<file path="config.mk">
export PLATFORM = sky130hd
export DESIGN_NAME = seq_arith_unit_flat
export DESIGN_NICKNAME = d
export VERILOG_FILES = /design/src/rtl/seq_arith_unit_if.sv /design/src/rtl/seq_arith_unit.sv /design/src/flat_wrapper.sv
export SDC_FILE = /design/constraint.sdc
export NUM_CORES = 1
export LEC_CHECK = 0
export ABC_AREA = 1
export ABC_CLOCK_PERIOD_IN_PS = 4250
export BUFFER_PORTS_ARGS = -buffer_cell sky130_fd_sc_hd__buf_4
export CORE_MARGIN = 5
export CORE_UTILIZATION = 56
export DETAILED_ROUTE_END_ITERATION = 8
export GPL_ROUTABILITY_DRIVEN = 0
export PLACE_DENSITY_LB_ADDON = 0.2
export SLEW_MARGIN = 40
export SYNTH_ARGS = -nofsm -noshare
export SYNTH_HDL_FRONTEND = slang
export SYNTH_SLANG_ARGS = --single-unit
</file>
<file path="constraint.sdc">
create_clock -name i_clk -period 4.25 [get_ports i_clk]
set_input_delay 0.425 -clock i_clk [delete_from_list [all_inputs] [get_ports i_clk]]
set_output_delay 0.425 -clock i_clk [all_outputs]
set_load 0.05 [all_outputs]
</file>
<file path="src/rtl/seq_arith_unit_if.sv">
`timescale 1ns/1ps
`default_nettype none
// +----------------------------------------------------------------------------+
// | Module   : seq_arith_unit_if                                               |
// | Purpose  : Request/response bundle for seq_arith_unit. The slave modport   |
// |            is the arithmetic unit's view; the master modport is the       |
// |            requester/consumer's view.                                      |
// | Signals  : i_valid, o_ready            request handshake                   |
// |            i_op, i_value_a, i_value_b  request payload                     |
// |            o_valid, i_ready            response handshake                  |
// |            o_value, o_value_rem,       response payload                    |
// |            o_flag                                                          |
// | Revision : 1.0  initial release                                            |
// +----------------------------------------------------------------------------+
interface seq_arith_unit_if #(
   parameter int DATA_W = 8
);
   logic              i_valid;
   logic              o_ready;
   logic [1:0]        i_op;
   logic [DATA_W-1:0] i_value_a;
   logic [DATA_W-1:0] i_value_b;
   logic              o_valid;
   logic              i_ready;
   logic [DATA_W-1:0] o_value;
   logic [DATA_W-1:0] o_value_rem;
   logic              o_flag;

   modport slave (
      input  i_valid, i_op, i_value_a, i_value_b, i_ready,
      output o_ready, o_valid, o_value, o_value_rem, o_flag
   );

   modport master (
      output i_valid, i_op, i_value_a, i_value_b, i_ready,
      input  o_ready, o_valid, o_value, o_value_rem, o_flag
   );
endinterface
`default_nettype wire

</file>
<file path="src/rtl/seq_arith_unit.sv">
`timescale 1ns/1ps
`default_nettype none
// +----------------------------------------------------------------------------+
// | Module   : seq_arith_unit                                                  |
// | Purpose  : Registered unsigned add / sub / mul / div unit. Add, sub, mul   |
// |            and divide-by-zero complete one cycle after acceptance; a      |
// |            non-zero divide runs a restoring divider, one quotient bit per |
// |            clock, MSB first.                                               |
// | Ports    : i_clk        clock, rising edge                                 |
// |            i_reset      synchronous active-high reset                      |
// |            bus (slave)  i_valid/o_ready request, i_op (00 add, 01 sub,     |
// |                         10 mul, 11 div), i_value_a, i_value_b;            |
// |                         o_valid/i_ready response, o_value, o_value_rem,   |
// |                         o_flag (carry / borrow / mul overflow / div by 0) |
// | Revision : 1.0  initial release                                            |
// +----------------------------------------------------------------------------+
module seq_arith_unit #(
   parameter int DATA_W = 8
) (
   input  logic            i_clk,
   input  logic            i_reset,
   seq_arith_unit_if.slave bus
);

   localparam int c_cnt_w = $clog2(DATA_W);
   localparam logic [c_cnt_w-1:0] c_cnt_init = c_cnt_w'(DATA_W - 1);
   localparam logic [c_cnt_w-1:0] c_cnt_one  = c_cnt_w'(1);

   localparam logic [1:0] c_st_idle = 2'd0;
   localparam logic [1:0] c_st_div  = 2'd1;
   localparam logic [1:0] c_st_done = 2'd2;

   logic [1:0]          r_state;
   logic [DATA_W-1:0]   r_q;        // dividend shifting out / quotient shifting in
   logic [DATA_W-1:0]   r_b;        // divisor
   logic [DATA_W-1:0]   r_rem;      // partial remainder
   logic [c_cnt_w-1:0]  r_cnt;
   logic [DATA_W-1:0]   r_value;
   logic [DATA_W-1:0]   r_value_rem;
   logic                r_flag;

   logic [DATA_W:0]     w_sum;
   logic [2*DATA_W-1:0] w_prod;
   logic [DATA_W:0]     w_shift;
   logic                w_ge;
   logic [DATA_W-1:0]   w_sub;
   logic [DATA_W-1:0]   w_rem_next;
   logic [DATA_W-1:0]   w_q_next;

   assign w_sum  = {1'b0, bus.i_value_a} + {1'b0, bus.i_value_b};
   assign w_prod = {{DATA_W{1'b0}}, bus.i_value_a} * {{DATA_W{1'b0}}, bus.i_value_b};

   // One restoring step: bring down the next dividend bit, subtract the
   // divisor if it fits. Since the partial remainder is always below the
   // divisor, the difference fits in DATA_W bits, so only the low bits of
   // the shifted value need subtracting.
   assign w_shift    = {r_rem, r_q[DATA_W-1]};
   assign w_ge       = (w_shift >= {1'b0, r_b});
   assign w_sub      = w_shift[DATA_W-1:0] - r_b;
   assign w_rem_next = w_ge ? w_sub : w_shift[DATA_W-1:0];
   assign w_q_next   = {r_q[DATA_W-2:0], w_ge};

   always_ff @(posedge i_clk) begin
      if (i_reset) begin
         r_state     <= c_st_idle;
         r_q         <= '0;
         r_b         <= '0;
         r_rem       <= '0;
         r_cnt       <= '0;
         r_value     <= '0;
         r_value_rem <= '0;
         r_flag      <= 1'b0;
      end else begin
         case (r_state)
            c_st_idle: begin
               if (bus.i_valid) begin
                  case (bus.i_op)
                     2'b00: begin
                        r_value     <= w_sum[DATA_W-1:0];
                        r_value_rem <= '0;
                        r_flag      <= w_sum[DATA_W];
                        r_state     <= c_st_done;
                     end
                     2'b01: begin
                        r_value     <= bus.i_value_a - bus.i_value_b;
                        r_value_rem <= '0;
                        r_flag      <= (bus.i_value_a < bus.i_value_b);
                        r_state     <= c_st_done;
                     end
                     2'b10: begin
                        r_value     <= w_prod[DATA_W-1:0];
                        r_value_rem <= '0;
                        r_flag      <= |w_prod[2*DATA_W-1:DATA_W];
                        r_state     <= c_st_done;
                     end
                     default: begin
                        if (bus.i_value_b == '0) begin
                           r_value     <= '1;
                           r_value_rem <= bus.i_value_a;
                           r_flag      <= 1'b1;
                           r_state     <= c_st_done;
                        end else begin
                           // Result registers keep the previous result
                           // until the division completes.
                           r_q     <= bus.i_value_a;
                           r_b     <= bus.i_value_b;
                           r_rem   <= '0;
                           r_cnt   <= c_cnt_init;
                           r_state <= c_st_div;
                        end
                     end
                  endcase
               end
            end
            c_st_div: begin
               r_q   <= w_q_next;
               r_rem <= w_rem_next;
               r_cnt <= r_cnt - c_cnt_one;
               if (r_cnt == '0) begin
                  r_value     <= w_q_next;
                  r_value_rem <= w_rem_next;
                  r_flag      <= 1'b0;
                  r_state     <= c_st_done;
               end
            end
            c_st_done: begin
               if (bus.i_ready) begin
                  r_state <= c_st_idle;
               end
            end
            default: begin
               r_state <= c_st_idle;
            end
         endcase
      end
   end

   assign bus.o_ready     = (r_state == c_st_idle);
   assign bus.o_valid     = (r_state == c_st_done);
   assign bus.o_value     = r_value;
   assign bus.o_value_rem = r_value_rem;
   assign bus.o_flag      = r_flag;

endmodule
`default_nettype wire

</file>
<file path="src/flat_wrapper.sv">
// flat-port wrapper written by rule: the top's interface ports become plain ports
module seq_arith_unit_flat 
#(
   parameter int DATA_W = 8
)
  (i_clk, i_reset, bus_i_valid, bus_i_op, bus_i_value_a, bus_i_value_b, bus_i_ready, bus_o_ready, bus_o_valid, bus_o_value, bus_o_value_rem, bus_o_flag);
  seq_arith_unit_if #(.DATA_W(DATA_W)) bus_i ();
  input  logic i_clk;
  input  logic i_reset;
  input wire logic [$bits(bus_i.i_valid)-1:0] bus_i_valid;
  input wire logic [$bits(bus_i.i_op)-1:0] bus_i_op;
  input wire logic [$bits(bus_i.i_value_a)-1:0] bus_i_value_a;
  input wire logic [$bits(bus_i.i_value_b)-1:0] bus_i_value_b;
  input wire logic [$bits(bus_i.i_ready)-1:0] bus_i_ready;
  output wire logic [$bits(bus_i.o_ready)-1:0] bus_o_ready;
  output wire logic [$bits(bus_i.o_valid)-1:0] bus_o_valid;
  output wire logic [$bits(bus_i.o_value)-1:0] bus_o_value;
  output wire logic [$bits(bus_i.o_value_rem)-1:0] bus_o_value_rem;
  output wire logic [$bits(bus_i.o_flag)-1:0] bus_o_flag;
  assign bus_i.i_valid = bus_i_valid;
  assign bus_i.i_op = bus_i_op;
  assign bus_i.i_value_a = bus_i_value_a;
  assign bus_i.i_value_b = bus_i_value_b;
  assign bus_i.i_ready = bus_i_ready;
  assign bus_o_ready = bus_i.o_ready;
  assign bus_o_valid = bus_i.o_valid;
  assign bus_o_value = bus_i.o_value;
  assign bus_o_value_rem = bus_i.o_value_rem;
  assign bus_o_flag = bus_i.o_flag;
  seq_arith_unit #(.DATA_W(DATA_W)) u_core (.i_clk(i_clk), .i_reset(i_reset), .bus(bus_i));
endmodule
</file>
# Word level (Yosys, flattened, before mapping)
# Index checks and enable logic that the tools add are counted.
word_totals:
  output_inout_bits: 19
  ff_bits: 46
  in_bits: 22
op_classes:
  n_mux: 34
  n_reduce_logical: 12
  n_addsub: 4
  n_eq_ne: 11
  n_lt_le_gt_ge: 2
  n_mul: 1
  n_bitwise: 2
op_table:
  columns: ["op", "n"]
  rows:
  - ["2-to-1 mux 8 bit", 14]
  - ["one-hot mux 8 bit (2 select lines)", 4]
  - ["one-hot mux 8 bit (3 select lines)", 1]
  - ["multiplier 8 x 8 -> 16 bit", 1]
  - ["AND reduction 4 bit", 4]
  - ["subtractor 8 bit", 2]
  - ["2-to-1 mux 2 bit", 5]
  - ["adder 8 x 8 -> 9 bit", 1]
  - [">= comparator 9 x 8 -> 1 bit", 1]
  - ["2-to-1 mux 3 bit", 3]
  - ["zero test 8 bit", 1]
  - ["< comparator 8 bit", 1]
  - ["inequality test 2 bit, second input constant", 4]
  - ["OR reduction 8 bit", 1]
  - ["one-hot mux 2 bit (3 select lines)", 1]
  - ["one-hot mux 3 bit (2 select lines)", 1]
  - ["inequality test 5 x 1 -> 1 bit, second input constant", 1]
  - ["== test 2 x 1 -> 1 bit, second input constant", 2]
  - ["== test 2 bit, second input constant", 2]
  - ["zero test 2 bit", 2]
  - ["zero test 3 bit", 1]
  - ["2-to-1 mux 1 bit", 3]
  - ["inequality test 3 x 2 -> 1 bit, second input constant", 1]
  - ["one-hot mux 1 bit (3 select lines)", 1]
  - ["other kinds (7)", 8]

# Depth between registers and ports, before layout
logic_depth:
  word_depth: 5
  ltp_mapped: 27
  ltp_nobuf: 26

# Least setup slack after synthesis
# No wires, ideal clock.
synth_timing:
  path_kind: "input -> register"
  from: "input bus_i_value_a[0]"
  to: "register u_core.r_flag (netlist: u_core.bus.o_flag)"
  stages: 24
  slack_ns: -0.018
  arrival_time_ns: 4.136
  setup_ns: 0.132
  path_cell_list: "clkbuf_1 > nand2_1 > fa_1 > fa_1 > inv_1 > fa_1 > inv_1 > fa_1 > inv_1 > ha_1 > nand2_1 > inv_1 > nand2_1 > nand2_1 > nand2_1 > nand3_1 > nand2_1 > nand2_1 > nor2_1 > nand3_1 > nand2_1 > nand2_1 > nand2_1 > a21oi_1"
synth_via:
  elab_chain_cells: 5
  elab_cells_between_ends: 7
  cone_classes: "1 x add/sub; 1 x mul; 1 x order compare; 3 x mux; 1 x reduce/logical"
synth_rtl:
  columns: ["item", "line_no", "rtl"]
  rows:
  - ["from (decl)", "flat_wrapper.sv:12", "input wire logic [$bits(bus_i.i_value_a)-1:0] bus_i_value_a;"]
  - ["multiplier 8 x 8 -> 16 bit", "seq_arith_unit.sv:51", "assign w_prod = {{DATA_W{1'b0}}, bus.i_value_a} * {{DATA_W{1'b0}}, bus.i_value_b};"]
  - ["OR reduction 8 bit", "seq_arith_unit.sv:93", "r_flag <= |w_prod[2*DATA_W-1:DATA_W];"]
  - ["one-hot mux 1 bit (3 select lines) *", "seq_arith_unit.sv:77", "case (bus.i_op)"]
  - ["2-to-1 mux 1 bit *", "seq_arith_unit.sv:76", "if (bus.i_valid) begin"]
  - ["one-hot mux 1 bit (2 select lines) *", "seq_arith_unit.sv:74", "case (r_state)"]
  - ["to (signal assigned)", "seq_arith_unit.sv:81", "r_flag <= w_sum[DATA_W];"]
  - ["to (signal assigned)", "seq_arith_unit.sv:87", "r_flag <= (bus.i_value_a < bus.i_value_b);"]
  - ["to (signal assigned)", "seq_arith_unit.sv:93", null]
  - ["to (decl)", "seq_arith_unit.sv:40", "logic r_flag;"]
# Mark *: on every way between the ends. The rest lies on a longest branch, timed or not. The select of a mux whose other input is x is not followed.
# A chain may end at the register's enable or synchronous reset.

# Final worst setup path
layout_timing:
  from: "input bus_i_value_a[3]"
  to: "register u_core.r_flag (netlist: u_core.bus.o_flag)"
# Same word-level chain as after synthesis.

==> metrics.yaml <==
design.core.area_mm2: 0.00973
clockRootBuffer: "sky130_fd_sc_hd__clkbuf_8"
postSynthCellCount: 830
worstPathMaxFanout: 4
max_clock_freq_ghz: 0.247
synth_warnings: 0
ys_seq_elements: 46
hold_path.startpoint: "bus_i_ready"
pwr_density_cell_mw_per_mm2: 376
route.detailed.wl_per_inst_um: 14.7
dieHeight_um: 110
class_of_the_most_critical_setup_path: "input port to register"
number_of_nets_with_antenna_violations_after_routing: 0
syn-cell-area_mm2: 0.00558
vdd_drop_max_uv: 187
worst-endpoint-arrival_ns: 4.24
netlist-cell-type-count: 42
synth_top_area_frac: 0.165
r2r-end: "u_core.bus.o_value[7]"
cp_data_required_time_ns: 4.45
first_global_vias: 5387
drv.max_cap_violation_count: 0
cts_num_sinks: 46
syn2layout_area_growth_pct: 12.9
cp-startpoint: "bus_i_value_a[3]"
holdPathEnd: "u_core.r_state[1]"
min_delay_path_depth: 4
post_route_cells_drive_above_1_share: 0.140
grt_first_pass_wirelength_mm: 24.9
final_max_slew_viol_count: 0
insertedDiodeCount: 0
initialDrtViolationCount: 463
rr_worst_depth: 9
worst_hold_slack_ns: 0.368
setup_tns_ns: 0
post_dp_cell_area_mm2: 0.00613
reg_to_reg_slack_setup_ns: 1.42
min_period_over_period: 0.952
num_rows: 36
die_w_um: 110
clk_transition_reported_paths_ns: 0.10
dpl.hpwl_mm: 12.0
netlist_top_cells_area: "sky130_fd_sc_hd__dfxtp_1 17%, sky130_fd_sc_hd__nand2_1 15%, sky130_fd_sc_hd__fa_1 14%"
dr.pass1.iters: 5
postCtsSetupBuffers: 0
cts_made_buffers: 5
filler_cell_count: 930
layout.cell_area.non_filler_mm2: 0.00630
grt.total_usage: 0.257
worstSetupStartpointType: "input port"
finish.utilization: 0.647
clock_tree.htree_level_count: 2
cts_repair_resizes: 0
tritoncts: "yes"
worstSetupEndpointType: "register"
max_slew_margin: 0.542
worst-slew-pin-transition_ns: 0.684
vias_per_cell: 5.47
nets_in_the_synthesized_netlist: 953
status: "finished clean"
grt.overflow.total: 0
hold_class: "input port to register"
power_leakage_nw: 3.47
regToRegStartpoint: "u_core.r_state[0]"
io_pins: 41
timing.final.setup_violations: 0
finish.net_count: 1005
route.final.wire_length_mm: 14.9
design.die.area_mm2: 0.0121
grt_start_max_net_pins: 27
timing.clock.skew_ns: 0.00808
antenna_violations_before_repair: 0
route.detailed.drc: 0
worstSkewPairLatency_ns: 0.31
cts.hold.buffers_added: 0
syn-mean-instance-area_um2: 6.72
period_minus_slack_ns: 4.05
ctsLongestPathBuffers: 2
num_vias: 5559
buffer_ports.inserted: 40
synth.largest_area_cell: "sky130_fd_sc_hd__dfxtp_1"
ys_seq_area_frac: 0.165
hold_viol_final: 0
floorplan.initialDensity: 0.573
[per-layer routing]
metal  share of wire  global-route usage  up-vias
li1                -                   -     2702
met1            0.44               0.348     2628
met2            0.47               0.437      200
met3           0.065              0.0294       29
met4           0.023              0.0606        0
met5               0                   0        -
[cells by family after synthesis]
kind of cell             Yosys count  synth area share
flip-flops                        46             0.165
XOR/XNOR                           8            0.0126
AO/OA/AOI/OAI                    124             0.122
adder cells (fa/ha/maj)          101             0.279
AND/OR/NAND/NOR                  342             0.267
buffers and inverters            209             0.154
[metrics by stage]
| stage | total power [mW] | setup WS (ns) | std cells |
|---|---|---|---|
| 2_1_floorplan | 1.53 | 0.0268 | 830 |
| 3_3_place_gp | 1.91 | -0.124 | 1008 |
| 3_5_place_dp | 1.95 | -0.207 | 1008 |
| 4_1_cts | 2.23 | 0.107 | 1016 |
| 5_1_grt | 2.59 | -0.0906 | 1016 |
| 6_report | 2.37 | 0.205 | 1016 |
[cell type report]
class                   count  area (um2)  share of cell area
inverters                 176         664               0.105
repair buffers             78         586              0.0930
clock inverters             2        13.8             0.00219
multi-input cells         575        3870               0.615
flip-flops and latches     46         921               0.146
well taps                 133         166              0.0264
clock buffers               6        72.6              0.0115
[cells in the final DEF, fill, tap and decap left out, types with 2 or more instances in the layout]
cell type,netlist,final
sky130_fd_sc_hd__ha_1,62,58
sky130_fd_sc_hd__inv_2,5,6
sky130_fd_sc_hd__nand4_1,6,6
sky130_fd_sc_hd__ha_4,0,3
sky130_fd_sc_hd__inv_1,168,167
sky130_fd_sc_hd__buf_4,4,78
sky130_fd_sc_hd__clkbuf_8,0,5
sky130_fd_sc_hd__dfxtp_1,46,46
sky130_fd_sc_hd__a221oi_1,2,2
sky130_fd_sc_hd__fa_1,39,39
sky130_fd_sc_hd__xnor2_1,3,3
sky130_fd_sc_hd__nor2_4,2,2
sky130_fd_sc_hd__nor3_1,4,4
sky130_fd_sc_hd__o221ai_1,3,3
sky130_fd_sc_hd__a21oi_2,0,2
sky130_fd_sc_hd__nand3_2,0,2
sky130_fd_sc_hd__xor2_1,5,5
sky130_fd_sc_hd__a31oi_1,16,16
sky130_fd_sc_hd__clkinv_2,1,2
sky130_fd_sc_hd__o21bai_1,2,2
sky130_fd_sc_hd__a21oi_1,58,56
sky130_fd_sc_hd__nor2_2,1,4
sky130_fd_sc_hd__o31ai_1,2,2
sky130_fd_sc_hd__o21ai_0,26,26
sky130_fd_sc_hd__nand2_2,3,8
sky130_fd_sc_hd__o21ai_1,10,10
sky130_fd_sc_hd__or2_2,4,4
sky130_fd_sc_hd__o211ai_1,3,3
sky130_fd_sc_hd__nand2_1,227,222
sky130_fd_sc_hd__nand3_1,44,42
sky130_fd_sc_hd__nor2_1,34,31
sky130_fd_sc_hd__nand3b_1,11,11
[synth_stat cells, drive strengths merged]
cell    instances
o21ai          37
a31oi          16
clkbuf         13
nand3          45
fa             39
o31ai           2
or2             4
a21oi          58
buf            20
o221ai          3
o21bai          2
xor2            5
a211oi          1
ha             62
nand4           7
nand3b         11
o211ai          3
nor4            2
nor3            4
inv           174
nand2         230
a221oi          2
nor2           38
dfxtp          46
and3            1
clkinv          2
xnor2           3
[registers in the layout, summed over array words and instances, names as in the netlist]
| name | cells |
|---|---|
| u_core.bus.o_value | 8 |
| u_core.r_b | 8 |
| u_core.r_state | 2 |
| u_core.r_q | 8 |
| u_core.bus.o_flag | 1 |
| u_core.bus.o_value_rem | 8 |
| u_core.r_cnt | 3 |
| u_core.r_rem | 8 |
[critical path: stages]
cell and delay [ns]:
sky130_fd_sc_hd__buf_4 0.13, sky130_fd_sc_hd__nand2_1 0.06, sky130_fd_sc_hd__inv_1 0.05, sky130_fd_sc_hd__fa_1 0.54
sky130_fd_sc_hd__inv_1 0.05, sky130_fd_sc_hd__fa_1 0.47, sky130_fd_sc_hd__inv_1 0.05, sky130_fd_sc_hd__fa_1 0.52
sky130_fd_sc_hd__inv_1 0.05, sky130_fd_sc_hd__fa_1 0.53, sky130_fd_sc_hd__inv_1 0.07, sky130_fd_sc_hd__ha_4 0.28
sky130_fd_sc_hd__nand2_2 0.07, sky130_fd_sc_hd__nor2_2 0.14, sky130_fd_sc_hd__nand2_1 0.08, sky130_fd_sc_hd__nand2_1 0.08
sky130_fd_sc_hd__nand2_1 0.06, sky130_fd_sc_hd__nand2_1 0.06, sky130_fd_sc_hd__nand2_1 0.06, sky130_fd_sc_hd__nor2_1 0.11
sky130_fd_sc_hd__nand3_2 0.09, sky130_fd_sc_hd__nand2_1 0.07, sky130_fd_sc_hd__nand2_1 0.05, sky130_fd_sc_hd__nand2_1 0.06
sky130_fd_sc_hd__a21oi_1 0.06
[report_power, final]
group / internal, mW / switching [mW] / total (mW)
sequential: 0.463 / 0.0186 / 0.481
clock: 0.117 / 0.165 / 0.282
combinational: 0.632 / 0.973 / 1.60
total: 1.21 / 1.16 / 2.37
[worst max-delay path by stage]
stage                         to  slack [ns]  cells past startpoint
2_1_floorplan  u_core.bus.o_flag        0.03                     24
3_3_place_gp   u_core.bus.o_flag       -0.12                     23
3_5_place_dp   u_core.bus.o_flag       -0.21                     23
4_1_cts        u_core.bus.o_flag        0.11                     23
5_1_grt        u_core.bus.o_flag       -0.09                     27
6_report       u_core.bus.o_flag        0.20                     25
Power figures use the tool's default switching activity.
